**src/rtl/dsp_pkg.sv**
```systemverilog
// Shared types for the dsp block family.
package dsp_pkg;

    typedef enum logic [1:0] {
        IDLE    = 2'd0,
        MEASURE = 2'd1,
        DIVIDE  = 2'd2,
        OUT     = 2'd3
    } meter_state_e;

endpackage

```
**src/rtl/serial_divider.sv**
```systemverilog
// Restoring unsigned divider, one quotient bit per cycle, QUOT_WIDTH cycles after start_i.
// The caller guarantees the quotient fits QUOT_WIDTH bits (dividend >> QUOT_WIDTH < divisor).
module serial_divider #(
    parameter int DIVIDEND_WIDTH = 41,
    parameter int DIVISOR_WIDTH  = 24,
    parameter int QUOT_WIDTH     = 16
) (
    input  logic                      clk_i,
    input  logic                      rstn_i,
    input  logic                      start_i,
    input  logic [DIVIDEND_WIDTH-1:0] dividend_i,
    input  logic [DIVISOR_WIDTH-1:0]  divisor_i,
    output logic                      busy_o,
    output logic                      done_o,
    output logic [QUOT_WIDTH-1:0]     quot_o
);

    localparam int HI_W = DIVIDEND_WIDTH - QUOT_WIDTH;
    localparam int CW   = $clog2(QUOT_WIDTH + 1);

    logic [DIVISOR_WIDTH-1:0] rem_q, div_q;
    logic [QUOT_WIDTH-1:0]    sh_q;
    logic [CW-1:0]            cnt_q;
    logic [DIVISOR_WIDTH:0]   trial;
    logic [HI_W-1:0]          hi;
    logic                     fits;

    // sh_q shifts dividend bits out of the top while quotient bits enter at the bottom
    assign hi     = dividend_i[DIVIDEND_WIDTH-1:QUOT_WIDTH];
    assign trial  = {rem_q, sh_q[QUOT_WIDTH-1]};
    assign fits   = trial >= {1'b0, div_q};
    assign quot_o = sh_q;

    always_ff @(posedge clk_i or negedge rstn_i) begin
        if (!rstn_i) begin
            rem_q  <= '0;
            div_q  <= '0;
            sh_q   <= '0;
            cnt_q  <= '0;
            busy_o <= 1'b0;
            done_o <= 1'b0;
        end else begin
            done_o <= 1'b0;
            if (start_i) begin
                rem_q  <= DIVISOR_WIDTH'(hi);
                sh_q   <= dividend_i[QUOT_WIDTH-1:0];
                div_q  <= divisor_i;
                cnt_q  <= CW'(QUOT_WIDTH);
                busy_o <= 1'b1;
            end else if (busy_o) begin
                rem_q <= fits ? DIVISOR_WIDTH'(trial - {1'b0, div_q}) : trial[DIVISOR_WIDTH-1:0];
                sh_q  <= {sh_q[QUOT_WIDTH-2:0], fits};
                cnt_q <= cnt_q - 1'b1;
                if (cnt_q == CW'(1)) begin
                    busy_o <= 1'b0;
                    done_o <= 1'b1;
                end
            end
        end
    end

endmodule

```
**src/rtl/tone_freq_meter.sv**
```systemverilog
// Tone frequency meter: counts valid samples over PERIODS hysteresis zero crossings and
// divides (PERIODS << PHASE_WIDTH) by the count. Define TONE_FREQ_METER_ROUND_EN to round.
module tone_freq_meter
    import dsp_pkg::*;
#(
    parameter int DATA_WIDTH  = 16,
    parameter int PHASE_WIDTH = 16,
    parameter int PERIODS     = 4,
    parameter int HYST        = 256,
    parameter int CNT_WIDTH   = 24
) (
    input  logic                          clk_i,
    input  logic                          rstn_i,
    input  logic                          tvalid_i,
    input  logic signed [DATA_WIDTH-1:0]  tdata_i,
    output logic                          tvalid_o,
    output logic        [PHASE_WIDTH-1:0] tdata_o,
    output logic                          busy_o,
    output logic                          timeout_o
);

    localparam int DVD_W = PHASE_WIDTH + CNT_WIDTH + 1;
    localparam int XW    = $clog2(PERIODS + 1);
    localparam logic signed [DATA_WIDTH-1:0] HYST_P = DATA_WIDTH'(HYST);
    localparam logic signed [DATA_WIDTH-1:0] HYST_N = -HYST_P;

    meter_state_e           state_q;
    logic                   armed_q;
    logic [CNT_WIDTH-1:0]   cnt_q, cnt_nxt;
    logic [XW-1:0]          xcnt_q;
    logic                   sample_ok, crossing, final_x, cnt_max, div_start;
    logic                   div_busy, div_done;
    logic [PHASE_WIDTH-1:0] quot;
    logic [DVD_W-1:0]       dividend;

    // Samples arriving in DIVIDE/OUT never touch the detector
    assign sample_ok = tvalid_i && (state_q == IDLE || state_q == MEASURE);
    assign crossing  = sample_ok && armed_q && (tdata_i >= HYST_P);
    assign final_x   = crossing && (xcnt_q == XW'(PERIODS - 1));
    assign cnt_max   = &cnt_q;
    assign cnt_nxt   = cnt_q + 1'b1;
    assign div_start = (state_q == MEASURE) && final_x && !cnt_max;
    assign busy_o    = (state_q == DIVIDE);

    always_comb begin
        dividend = DVD_W'(PERIODS) << PHASE_WIDTH;
`ifdef TONE_FREQ_METER_ROUND_EN
        dividend = dividend + DVD_W'(cnt_nxt >> 1);
`endif
    end

    serial_divider #(
        .DIVIDEND_WIDTH (DVD_W),
        .DIVISOR_WIDTH  (CNT_WIDTH),
        .QUOT_WIDTH     (PHASE_WIDTH)
    ) u_div (
        .clk_i      (clk_i),
        .rstn_i     (rstn_i),
        .start_i    (div_start),
        .dividend_i (dividend),
        .divisor_i  (cnt_nxt),
        .busy_o     (div_busy),
        .done_o     (div_done),
        .quot_o     (quot)
    );

    always_ff @(posedge clk_i or negedge rstn_i) begin
        if (!rstn_i) begin
            state_q   <= IDLE;
            armed_q   <= 1'b0;
            cnt_q     <= '0;
            xcnt_q    <= '0;
            tvalid_o  <= 1'b0;
            tdata_o   <= '0;
            timeout_o <= 1'b0;
        end else begin
            tvalid_o  <= 1'b0;
            timeout_o <= 1'b0;
            if (sample_ok) begin
                if (crossing)
                    armed_q <= 1'b0;
                else if (tdata_i < HYST_N)
                    armed_q <= 1'b1;
            end
            case (state_q)
                IDLE: if (crossing) begin
                    state_q <= MEASURE;
                    cnt_q   <= '0;
                    xcnt_q  <= '0;
                end
                MEASURE: if (tvalid_i) begin
                    // overflow wins over a crossing on the same sample
                    if (cnt_max) begin
                        state_q   <= IDLE;
                        timeout_o <= 1'b1;
                        armed_q   <= 1'b0;
                    end else begin
                        cnt_q <= cnt_nxt;
                        if (crossing) begin
                            xcnt_q <= xcnt_q + 1'b1;
                            if (final_x) state_q <= DIVIDE;
                        end
                    end
                end
                DIVIDE: if (div_done && !div_busy) state_q <= OUT;
                OUT: begin
                    tdata_o  <= quot;
                    tvalid_o <= 1'b1;
                    state_q  <= IDLE;
                end
                default: state_q <= IDLE;
            endcase
        end
    end

endmodule

```
**config.mk**
```make
export PLATFORM = sky130hd
export DESIGN_NAME = tone_freq_meter
export DESIGN_NICKNAME = d
export VERILOG_FILES = /design/src/rtl/dsp_pkg.sv /design/src/rtl/serial_divider.sv /design/src/rtl/tone_freq_meter.sv
export SDC_FILE = /design/constraint.sdc
export NUM_CORES = 1
export LEC_CHECK = 0
export CORE_AREA = 2 2 115 117
export DETAILED_ROUTE_END_ITERATION = 8
export DIE_AREA = 0 0 117 119
export GPL_ROUTABILITY_DRIVEN = 0
export GPL_TIMING_DRIVEN = 0
export HOLD_SLACK_MARGIN = 0.08
export PLACE_DENSITY_LB_ADDON = 0.3
export SYNTH_ARGS = -nofsm -noshare
export SYNTH_HDL_FRONTEND = slang
export SYNTH_SLANG_ARGS = --single-unit
```
**constraint.sdc**
```tcl
create_clock -name clk_i -period 3.1 [get_ports clk_i]
set_input_delay 0.62 -clock clk_i [delete_from_list [all_inputs] [get_ports clk_i]]
set_output_delay 0.62 -clock clk_i [all_outputs]
set_load 0.02 [all_outputs]
```
* After elaboration in Yosys (flattened, before gate mapping)
Cells that the tools add are included. W data, S select, Z words.
Word-level totals: word-level logic and storage cells 88, output and inout bits 19, input port bits 19, register bits after elaboration 119
Operators by class: add/sub/neg operators 4, eq/ne operators 12, reductions and logical operators 17, $lt $le $gt $ge 3, mux-type cells 39
Operators with widths (number):
- $mux W24 | 6
- $pmux W24 S2 | 1
- $mux W16 | 2
- $ge A25 B24 Y1 | 1
- $add A24 B1 Y24 const B | 1
- $reduce_and A24 Y1 | 1
- $sub A24 B24 Y24 | 1
- $ge A16 B10 Y1 const B | 1
- $lt A16 B9 Y1 const B | 1
- $mux W1 | 16
- $mux W2 | 6
- $mux W3 | 4
- $mux W5 | 2
- $reduce_and A5 Y1 | 2
- $ne A2 B2 Y1 const B | 4
- $pmux W2 S4 | 1
- $logic_and A1 B1 Y1 | 7
- $ne A3 B3 Y1 const B | 2
- $pmux W3 S2 | 1
- $eq A5 B1 Y1 const B | 1
- $sub A5 B1 Y5 const B | 1
- $eq A2 B2 Y1 const B | 2
- $reduce_and A4 Y1 | 1
- $reduce_bool A2 Y1 | 2
- other kinds (7) | 8

* Depth between registers and ports, before layout
Gate-level depths: netlist of run 1.
word-level depth 11, depth in mapped cells 13, gate-level depth less buffers 11

* Hierarchy
A second synthesis of run 1 with hierarchy kept.
Unflattened totals: cell total of the unflattened synthesis 772, area total of the unflattened synthesis 7342.0 um^2
By module, submodules not included:
- serial_divider | area each 4664.5 um^2, sequential area each 1776.7 um^2, instances 1, cells each 521
- tone_freq_meter | area each 2677.6 um^2, sequential area each 1201.2 um^2, instances 1, cells each 251

* Worst setup path after synthesis of run 1
OpenSTA, ideal clock, no wires.
path kind reg-to-reg, start point reg u_div.rem_q[3], end point reg u_div.rem_q[22], library setup time 77 ps, data required time 3023 ps, clock period less this slack 2433 ps, slack 667 ps, stages on the path, launching flop included 10, arrival 2355 ps, path buffers 0, cells stage by stage dfrtp_1 > ha_1 > a21o_1 > a2111o_1 > o211ai_1 > a22oi_1 > o41ai_1 > xnor2_1 > nand3_1 > a21oi_1
Between the ends: cells in the longest elaborated chain, start to end 4, elaborated cells on any way between the ends 5, those cells by class 1 x add/sub; 1 x order compare; 3 x mux
RTL lines:
- from (decl) | line serial_divider.sv:21 | logic [DIVISOR_WIDTH-1:0] rem_q, div_q;
- from (signal assigned) | line serial_divider.sv:45 | rem_q <= DIVISOR_WIDTH'(hi);
- from (signal assigned) | line serial_divider.sv:51 | rem_q <= fits ? DIVISOR_WIDTH'(trial - {1'b0, div_q}) : trial[DIVISOR_WIDTH-1:0];
- $sub A24 B24 Y24 or $ge A25 B24 Y1 (tied branches) | line serial_divider.sv:51, serial_divider.sv:31
- $mux W24 * | line serial_divider.sv:51
- $mux W24 * | line serial_divider.sv:50 | end else if (busy_o) begin
- $mux W24 * | line serial_divider.sv:44 | if (start_i) begin
Every way passes the cells marked *; elsewhere a longest branch is shown, timed or not. The select of a mux whose other input is x is not followed. A chain may end at the register's enable or synchronous reset.

* Worst setup path after layout of run 1
start point reg cnt_q[0], end point reg u_div.div_q[23]
Between the ends: cells in the longest elaborated chain, start to end 3, elaborated cells on any way between the ends 4, those cells by class 1 x add/sub; 3 x reduce/logical
RTL lines:
- from (decl) | line tone_freq_meter.sv:29 | logic [CNT_WIDTH-1:0] cnt_q, cnt_nxt;
- from (signal assigned) | line tone_freq_meter.sv:98 | cnt_q <= cnt_nxt;
- parallel branches: the longest is 3 deep, another holds $add A24 B1 Y24
- to (signal assigned) | line serial_divider.sv:47 | div_q <= divisor_i;
- to (decl) | line serial_divider.sv:21
Parallel ways; which one is timed is not known.

==> results.md, run 1 <==
* Compound-gate portion of the synthesized area at a little under a fifth
* Num CTS Buffers at 17
* Leak at 0.00364 uW
* ANT nets after route at 0
* Pre-CTS setup slack at -0.197 ns
* YS warnings at 0
* Post-route setup TNS at 0 ns
* Synth cell types at 69
* CTS tree: done
* DP Area at between 0.007 and 0.008 mm2
* Crit path required time at 3.44 ns
* Worst Max-Slew Pin Slew at 0.706 ns
* CTS clk-pin slew, worst paths at approximately 0.050 ns
* Post-route cell area at 0.00808 mm2
* GR Util All Layers at 26.1%
* Reg-to-reg endpoint: u_div.div_q[23]$_DFFE_PN0P_
* Synth Area in Simple Gates at 17.0%
* Post-synthesis sequential area ratio at 43.2%
* CTS Sinks at 119
* Asr flop ratio synth at 100%
* Worst Path Class, Setup: flop to flop
* Post-CTS Setup Repair Bufs at 0
* Chip Width at 117 um
* CTS-repair resized insts at 0
* Post-Syn Area at 0.00689 mm2
* Crit Reg-Reg Startpoint: cnt_q[0]$_DFFE_PN0P_
* CP top delay family: simple AND/OR/NAND/NOR gates
* Clock latency on the worst-skew pair at 0.42 ns
* Vias in the first global route at between 5k and 6k
* Endpoints failing setup at 0
* CP peak stage delay at around 0.65 ns
* Final-report hold violation count at 0
* Area grow syn2layout at 17.3%
* Number of buffers inserted by port buffering at 29
* Crit end category: flop
* Critical path arrival at 3.27 ns
* FF-to-FF path depth at 11
* Worst Hold Class: primary input to async pin
* Slew HR at 52.4%
* Worst Path Buf+Inv at 3
* Final nets at 854
* Crit path time final at 2.94 ns
* First-pass GRT wire length at 28.5 mm
* Io pins at 38
* Clock Skews at approximately 0.0065 ns
* Final Cycle Share at roughly 95%
* Post-synthesis adder-cell area fraction at around 5.6%
* Top_reg_cell synth: dfrtp_1
* Root Buffer Master: clkbuf_16
* Pwr dens at 1170 mW/mm2
* Drc violations at 0
* Highest Clock Rate at 341 MHz
* Die height at approximately 120 um
* Total die area at between 0.01 and 0.015 mm2
* Flop2flop setup slack at 0.16 ns
* Via count at 5,911
* Cells after Synth at 756
* Antenna Cells at 0
* Multi-input gate area at 0.00358 mm2
* Share of cells above drive strength 1 at 10.8%
* Post-synthesis mux area share at between 4 and 5%
* Initial antenna violation count at 0
* Synth Register Bits at ~120
* Post-Route WL at around 17 mm
* Drt pass-1 iters at 6
* Syn nets at 805
* XOR/XNOR Fraction of Synth Area at 5.47%
* Peak supply drop at roughly 0.60 mV
* Fin worst setup slack at about 0.16 ns
* Type of origin of the critical path: flop
* H-tree depth reported by CTS at 4
* Worst-path cell chain: ha_1 -> nand4_1 -> nor3_2 -> and3_1 -> buf_4 -> and4_1 -> buf_4 -> nor4_4 -> buf_2 -> nand2_1 -> o21ai_0
* GRT overflow at 0
* Mean number of vias per cell at 5.95
* Hpwl dp at around 12 mm
* Finished Layout Cells at 994
* Final Util at 62.8%
* Row count at 42
* Status: finished clean
* Placed Instances at 962
* Syn avg cell area at 9.11 um2
* WL/cell at between 15 and 20 um
* Slowest CP cell: nor4_4
* # fillers at 1,072
* Largest net degree at the start of global routing at 82
* Starting DRT DRC Count at approximately 410
* Max FO, Critical Path at 10
* Max-cap violations at 0
* Clock Path Buffers at 2
* Most frequent CP cell: buf_4
* Largest family of logic cells by synthesized area: compound AO/OA/AOI/OAI gates
* Slew Viols, Final at 0
* Post-synth EDFFs at 0
* # hold bufs at CTS at 0
* Core area at between 0.01 and 0.015 mm2
* FF+latch area at a little under 0.003 mm2
* Initial Util at 53.5%
==> cell usage after synthesis (3+ instances only) <==
| cell type | n | area (um2) |
|---|---|---|
| dfrtp_1 | 119 | 2980 |
| nand2_1 | 101 | 379 |
| o21ai_0 | 82 | 410 |
| nor2_1 | 65 | 244 |
| inv_1 | 40 | 150 |
| a21oi_1 | 30 | 150 |
| ha_1 | 29 | 363 |
| xnor2_1 | 24 | 210 |
| nand3_1 | 22 | 110 |
| buf_2 | 19 | 95.1 |
| xor2_1 | 19 | 166 |
| mux2i_1 | 16 | 160 |
| a21o_1 | 15 | 113 |
| mux2_2 | 15 | 169 |
| a31oi_1 | 13 | 81.3 |
| o31ai_1 | 13 | 97.6 |
| clkbuf_1 | 12 | 45.0 |
| and2_1 | 10 | 62.6 |
| a311oi_1 | 9 | 78.8 |
| and3_1 | 8 | 50.1 |
| a211oi_1 | 7 | 52.6 |
| and4_1 | 6 | 52.6 |
| nand4_1 | 6 | 37.5 |
| nor3_1 | 5 | 25.0 |
| nor2b_1 | 4 | 25.0 |
| o21a_1 | 4 | 30.0 |
| buf_4 | 3 | 22.5 |
| nand2b_1 | 3 | 18.8 |
| o211ai_1 | 3 | 22.5 |
| o22ai_1 | 3 | 18.8 |
==> kinds of logic after synthesis <==
| group | Yosys count |
|---|---|
| adders and majority gates | 30 |
| xor gates and xnor gates | 43 |
| AOI/OAI and AO/OA | 207 |
| and+or+nand+nor | 248 |
| buffers and inverters | 78 |
| DFF | 119 |
| muxes | 31 |
==> flip-flops by register name (all words and copies together) (netlist names), named ones only <==
| register | count |
|---|---|
| cnt_q | 24 |
| tvalid_o | 1 |
| u_div.rem_q | 24 |
| xcnt_q | 3 |
| u_div.cnt_q | 5 |
| u_div.quot_o | 16 |
| state_q | 1 |
| armed_q | 1 |
| u_div.div_q | 24 |
| u_div.busy_o | 1 |
| tdata_o | 16 |
| u_div.done_o | 1 |
| timeout_o | 1 |
==> metal layers <==
metal / track usage (%) / vias up / wire length [um]
met5: 0 / - / 0
met4: 10.4 / 0 / 481
met3: 5.70 / 45 / 1040
met2: 41.4 / 230 / 8230
met1: 34.7 / 2859 / 7440
li1: - / 2777 / -
==> how the worst max path moves through the flow <==
| stage | cells after the start | to | startpoint |
|---|---|---|---|
| floorplan | 9 | u_div.rem_q[22]$_DFFE_PN0P_ | u_div.rem_q[3]$_DFFE_PN0P_ |
| global route | 12 | u_div.rem_q[3]$_DFFE_PN0P_ | u_div.div_q[14]$_DFFE_PN0P_ |
| detailed placement | 8 | u_div.rem_q[18]$_DFFE_PN0P_ | tdata_i[10] |
| global placement | 1 | tdata_o[10]$_DFFE_PN0P_ | rstn_i |
| CTS | 11 | u_div.rem_q[15]$_DFFE_PN0P_ | u_div.div_q[14]$_DFFE_PN0P_ |
| finish | 11 | u_div.div_q[23]$_DFFE_PN0P_ | cnt_q[0]$_DFFE_PN0P_ |
==> stage by stage <==
stage | power (uW) | hold slack [ns]
after CTS | 9340 | 0.112
after floorplan | 5910 | 0.324
final | 9460 | 0.0979
after detailed placement | 7150 | 0.471
after global routing | 10100 | 0.127
after global placement | 7000 | 0.465
==> where the power goes <==
| group | switching (uW) | internal (uW) | leakage (uW) |
|---|---|---|---|
| Combinational | 2870 | 1950 | 0.00194 |
| Sequential | 398 | 2140 | 0.00140 |
| Clock | 717 | 1390 | 0.000304 |
| Total | 3980 | 5480 | 0.00364 |
==> layout make-up <==
type / count / share of cell area [%]
plain buffers: 38 / 2.45
inverters: 40 / 1.86
clock buffers: 21 / 5.70
well taps: 176 / 2.72
flip-flops and latches: 119 / 36.8
multi-input cells: 559 / 44.4
clock inverters: 11 / 2.12
repair buffers: 30 / 3.95
==> cells in the final DEF, fill, tap and decap left out, types with 14 or more instances in the layout <==
| cell type | count |
|---|---|
| dfrtp_1 | 119 |
| nand2_1 | 101 |
| o21ai_0 | 81 |
| nor2_1 | 65 |
| inv_1 | 40 |
| a21oi_1 | 29 |
| ha_1 | 29 |
| clkdlybuf4s50_1 | 28 |
| xnor2_1 | 24 |
| nand3_1 | 22 |
| xor2_1 | 19 |
| buf_2 | 18 |
| clkbuf_16 | 17 |
| mux2i_1 | 16 |
| a21o_1 | 15 |
| mux2_2 | 15 |
| clkbuf_1 | 14 |
(Power assumes the default switching activity.)
==> inputs of run 2 (changes only) <==
Settings changed: ABC_CLOCK_PERIOD_IN_PS from default to 3100.
==> results of run 2 <==
The final DEF is identical to that of run 1; final timing and power are the same.
